--- config.mk ---
export PLATFORM = sky130hd
export DESIGN_NAME = rgb_fade_driver_flat
export DESIGN_NICKNAME = d
export VERILOG_FILES = /design/src/rtl/rgb_fade_if.sv /design/src/rtl/rgb_fade_driver.sv /design/src/flat_wrapper.sv
export SDC_FILE = /design/constraint.sdc
export NUM_CORES = 1
export LEC_CHECK = 0
export ABC_AREA = 1
export ABC_CLOCK_PERIOD_IN_PS = 4200
export CAP_MARGIN = 20
export CORE_AREA = 2 2 109 111
export CTS_BUF_LIST = sky130_fd_sc_hd__clkbuf_2 sky130_fd_sc_hd__clkbuf_4 sky130_fd_sc_hd__clkbuf_8
export CTS_CLUSTER_SIZE = 16
export DETAILED_ROUTE_END_ITERATION = 8
export DIE_AREA = 0 0 111 113
export MAX_ROUTING_LAYER = met4
export PLACE_DENSITY = 0.64
export SETUP_SLACK_MARGIN = 0.1
export SLEW_MARGIN = 20
export SYNTH_ARGS = -nofsm -noshare
export SYNTH_HDL_FRONTEND = slang
export SYNTH_SLANG_ARGS = --single-unit
--- constraint.sdc ---
create_clock -name clk -period 4.2 [get_ports clk]
set_input_delay 1.05 -clock clk [delete_from_list [all_inputs] [get_ports clk]]
set_output_delay 1.05 -clock clk [all_outputs]
set_load 0.01 [all_outputs]
--- src/rtl/rgb_fade_if.sv ---
// Colour input and PWM LED outputs of the RGB fade driver.
// The master drives the colour code; the slave drives the pins and the busy flag.
interface rgb_fade_if;
    logic [2:0] colour;
    logic       led_r;
    logic       led_g;
    logic       led_b;
    logic       busy;

    modport master (
        output colour,
        input  led_r,
        input  led_g,
        input  led_b,
        input  busy
    );

    modport slave (
        input  colour,
        output led_r,
        output led_g,
        output led_b,
        output busy
    );
endinterface

--- src/rtl/rgb_fade_driver.sv ---
// Three-channel PWM LED driver that cross-fades between colours by ramping each
// channel's duty one STEP per PWM period toward 0 or MAX_DUTY.
module rgb_fade_driver #(
    parameter int PWM_BITS = 8,
    parameter int MAX_DUTY = 255,
    parameter int STEP     = 17
) (
    input  logic        clk,
    input  logic        rst,
    rgb_fade_if.slave   bus
);
    localparam int W = PWM_BITS + 1;
    localparam logic [PWM_BITS-1:0] CNT_LAST = '1;
    localparam logic [W-1:0] MAX_W  = W'(MAX_DUTY);
    localparam logic [W-1:0] STEP_W = W'(STEP);

    logic [2:0]          colour_reg;
    logic [PWM_BITS-1:0] cnt_reg;
    logic                boundary;
    logic [2:0]          led_bits;
    logic [2:0]          mismatch;

    assign boundary = (cnt_reg == CNT_LAST);

    always_ff @(posedge clk) begin
        if (rst) begin
            colour_reg <= '0;
            cnt_reg    <= '0;
        end else begin
            colour_reg <= bus.colour;
            cnt_reg    <= cnt_reg + 1'b1;
        end
    end

    // Channel gi follows colour bit gi: 2 = red, 1 = green, 0 = blue.
    generate
        for (genvar gi = 0; gi < 3; gi++) begin : g_chan
            logic [W-1:0] target;
            logic [W-1:0] duty_reg;
            logic [W-1:0] duty_next;
            logic [W-1:0] up;
            logic [W-1:0] down;
            logic         led_reg;

            assign target = colour_reg[gi] ? MAX_W : '0;
            assign up     = duty_reg + STEP_W;
            assign down   = duty_reg - STEP_W;

            // Clamp at the target so a ramp never overshoots; the extra bit
            // keeps the upward sum from wrapping.
            always_comb begin
                duty_next = duty_reg;
                if (duty_reg < target) begin
                    duty_next = (up < target) ? up : target;
                end else if (duty_reg > target) begin
                    duty_next = (duty_reg >= STEP_W && down > target) ? down : target;
                end
            end

            always_ff @(posedge clk) begin
                if (rst) begin
                    duty_reg <= '0;
                    led_reg  <= 1'b0;
                end else begin
                    if (boundary) begin
                        duty_reg <= duty_next;
                    end
                    led_reg <= ({1'b0, cnt_reg} < duty_reg);
                end
            end

            assign led_bits[gi] = led_reg;
            assign mismatch[gi] = (duty_reg != target);
        end
    endgenerate

    assign bus.led_r = led_bits[2];
    assign bus.led_g = led_bits[1];
    assign bus.led_b = led_bits[0];
    assign bus.busy  = |mismatch;
endmodule

--- src/flat_wrapper.sv ---
// flat-port wrapper written by rule: the top's interface ports become plain ports
module rgb_fade_driver_flat 
#(
    parameter int PWM_BITS = 8,
    parameter int MAX_DUTY = 255,
    parameter int STEP     = 17
)
  (clk, rst, bus_colour, bus_led_r, bus_led_g, bus_led_b, bus_busy);
  rgb_fade_if bus_i ();
  input  logic clk;
  input  logic rst;
  input wire logic [$bits(bus_i.colour)-1:0] bus_colour;
  output wire logic [$bits(bus_i.led_r)-1:0] bus_led_r;
  output wire logic [$bits(bus_i.led_g)-1:0] bus_led_g;
  output wire logic [$bits(bus_i.led_b)-1:0] bus_led_b;
  output wire logic [$bits(bus_i.busy)-1:0] bus_busy;
  assign bus_i.colour = bus_colour;
  assign bus_led_r = bus_i.led_r;
  assign bus_led_g = bus_i.led_g;
  assign bus_led_b = bus_i.led_b;
  assign bus_busy = bus_i.busy;
  rgb_fade_driver #(.PWM_BITS(PWM_BITS), .MAX_DUTY(MAX_DUTY), .STEP(STEP)) u_core (.clk(clk), .rst(rst), .bus(bus_i));
endmodule
==> results_dict.tcl <==
set metrics [dict create \
    worstSetupPathType "reg -> out" \
    fp-row-count 39 \
    largest_register_ffs 27 \
    yosysSeqAreaShare 0.1646 \
    powerDensity_nw_per_um2 164.3 \
    peakVddDrop_uv 98.87 \
    ys.flop_type "dfxtp_1" \
    coreArea_um2 11270 \
    crit_slowest_cell "clkdlybuf4s50_1" \
    die_width_um 111 \
    fmax_ghz 0.2586 \
    drive_gt1_frac 0.05366 \
    worstPathArrival_ps 2820 \
    rr_endpoint "u_core.g_chan[0].duty_reg[0]" \
    clk_pin_slew_worst_paths_ps 80 \
    initial_utilization 0.4423 \
    fin_crit_ps 3867 \
    grt_pass1_vias 4643 \
    skew_ps 7.778 \
    cts_resized 0 \
    ioPinCount 9 \
    nNetsFinal 868 \
    cts_max_level 2 \
    worst_pin_slew_ps 970.6 \
    synth-seq-cells 41 \
    setup_viol 0 \
    required_ps 3150 \
    finalSetupTns_ps 0 \
    antenna_left 0 \
    reg2reg_depth 19 \
    rsz0062_at_grt "false" \
    vias 4890 \
    cts_inserted_buffers 5 \
    synth_warnings 0 \
    cts_num_sinks 41 \
    dp_hpwl_um 9787 \
    cpPeakStageDelay_ps 530 \
    hold_class "reg -> reg" \
    cap_viol_max_count 0 \
    drtIter0Drc 427 \
    routed_via_density 5.391 \
    synth_area_leader_cell "ha_1" \
    r2r_slack_ps 1100 \
    portBuffers 8 \
    critPathCaptureType "primary output" \
    avgSynthCellArea_um2 6.578 \
    clk-insertion-delay-late_ps 300 \
    cp_max_fo 11 \
    die_area_um2 12540 \
    timing.rr.start "u_core.g_chan[0].duty_reg[2]" \
    syn_area_um2 4986 \
    synth_nets 863 \
    antenna_found_initial 0 \
    cts_buffer_depth 2 \
    antenna_cells 0 \
    yosys-top-cells-area "ha_1 25%, dfxtp_1 16%, nand2_1 12%" \
    grt_overflow 0 \
    maxSlewHeadroom 0.3522 \
    nFillCells 1178 \
    crit_end "bus_busy" \
    synthCells 758 \
    drt-total-wl_um 12450 \
    ctsHoldBuffers 0 \
    drc 0 \
    worstSetupStartpointType "flip-flop" \
    syn2layout_area_growth_pct 6.625 \
    die_h_um 113 \
    dp_cells 898 \
    leakagePower_nw 2.723 \
    firstDrtPassIters 6 \
    ys_types 40 \
    fin_cells 907 \
    pre_cts_slack_ps 586.6 \
    hold_ws_ps 547.3 \
    place.gp.congestion 0.9367 \
    cts_tree "yes" \
    grt_use_total 0.2066 \
    grt_start_max_net_pins 32 \
    hold_viol 0 \
    layout_setup_ws_ps 333.0 \
    routedWlPerCell_um 13.72 \
    synth-edff-count 0 \
    cts_setup_buffers 0 \
    path_cells "clkinvlp_4 -> ha_1 -> nand4_1 -> nor4b_1 -> nand3_1 -> clkdlybuf4s50_1" \
    startpoint "u_core.colour_reg[1]" \
    async_flop_share 0 \
    grt_pass1_wl_um 21430 \
    slew_viol_final 0 \
    status "finished, final reports clean" \
    clock-root-buffer "clkbuf_8" \
    synth_top_area_frac 0.2509 \
    post-route-period-util 0.9207 \
]
routing by layer:
layer | part of all wire | global-route usage | wire length (um) | vias up
met5 | 0 | - | 0 | -
met2 | 0.46 | 0.3448 | 5746 | 133
met4 | 0.015 | 0.04667 | 189 | 0
met3 | 0.043 | 0.02196 | 536 | 27
li1 | - | - | - | 2539
met1 | 0.48 | 0.2718 | 5974 | 2191
report_power, final:
group | leakage, nW | internal [mW] | switching, mW | total, mW
logic | 2.34 | 0.0670 | 0.110 | 0.177
clock network | 0.0542 | 0.149 | 0.144 | 0.293
registers | 0.332 | 0.395 | 0.00849 | 0.403
total | 2.72 | 0.611 | 0.263 | 0.874
cells in the mapped netlist, types with 3 or more instances:
library cell,number
nor3_1,8
nand2_2,6
a21oi_1,57
inv_2,3
nand3_1,83
nor2_2,3
clkbuf_1,8
nor2_1,64
ha_1,100
nand4_1,12
o21ai_0,52
or2_2,4
nor3_2,3
o31ai_1,3
nand2_1,162
xor2_1,26
inv_1,95
dfxtp_1,41
per-stage QoR:
stage,total power [mW],util,instance area [um2]
detailed placement,0.5866,0.4613,5200
finish,0.8737,0.4716,5316
global route,0.9271,0.4716,5316
global placement,0.5786,0.4613,5200
floorplan,0.5377,-,4986
CTS,0.8804,0.4703,5301
how the worst min path moves through the flow:
stage | to | start | depth (start not counted)
6_report | u_core.cnt_reg[0] | u_core.cnt_reg[0] | 1
5_1_grt | u_core.cnt_reg[0] | u_core.cnt_reg[0] | 1
4_1_cts | u_core.cnt_reg[0] | u_core.cnt_reg[0] | 1
3_5_place_dp | u_core.cnt_reg[0] | u_core.cnt_reg[0] | 1
3_3_place_gp | u_core.cnt_reg[0] | u_core.cnt_reg[0] | 1
2_1_floorplan | u_core.cnt_reg[0] | u_core.cnt_reg[0] | 1
logic make-up (layout without fill, tap and decap cells):
kind of cell / after synthesis / after routing / synth area share
simple gates: 355 / 355 / 0.3142
compound gates: 123 / 123 / 0.1355
buf+inv: 113 / 119 / 0.08908
fa+ha+maj: 100 / 100 / 0.2509
flops: 41 / 41 / 0.1646
xor+xnor: 26 / 26 / 0.04567
cell usage in the layout, fill, tap and decap left out, types with 4 or more instances in the layout:
| master | Yosys | routed |
|---|---|---|
| nand4_1 | 12 | 12 |
| nand2_2 | 6 | 6 |
| inv_1 | 95 | 94 |
| or2_2 | 4 | 4 |
| ha_1 | 100 | 100 |
| nand2_1 | 162 | 162 |
| a21oi_1 | 57 | 57 |
| nand3_1 | 83 | 83 |
| dfxtp_1 | 41 | 41 |
| clkdlybuf4s50_1 | 0 | 8 |
| nor2_1 | 64 | 64 |
| xor2_1 | 26 | 26 |
| nor3_1 | 8 | 8 |
| clkbuf_8 | 0 | 7 |
| o21ai_0 | 52 | 52 |
worst max-delay path, delay by kind of cell (launching register included):
kind                     cells  cell delay [ps]
adder cells (fa/ha/maj)      1              410
buffers and inverters        2              850
flip-flops                   1              500
AND/OR/NAND/NOR              3              760
area by class of cell:
class	instances	area (um2)	share of cell area
timing repair inverter	1	5.005	0.0009414
tap	143	178.9	0.03366
timing repair buffer	11	102.6	0.01930
multi-input combinational	604	3727	0.7011
clock buffer	7	96.34	0.01812
sequential	41	820.8	0.1544
inverter	99	380.4	0.07155
clock inverter	1	5.005	0.0009414
Note: power is estimated with default switching activity, not from simulation.
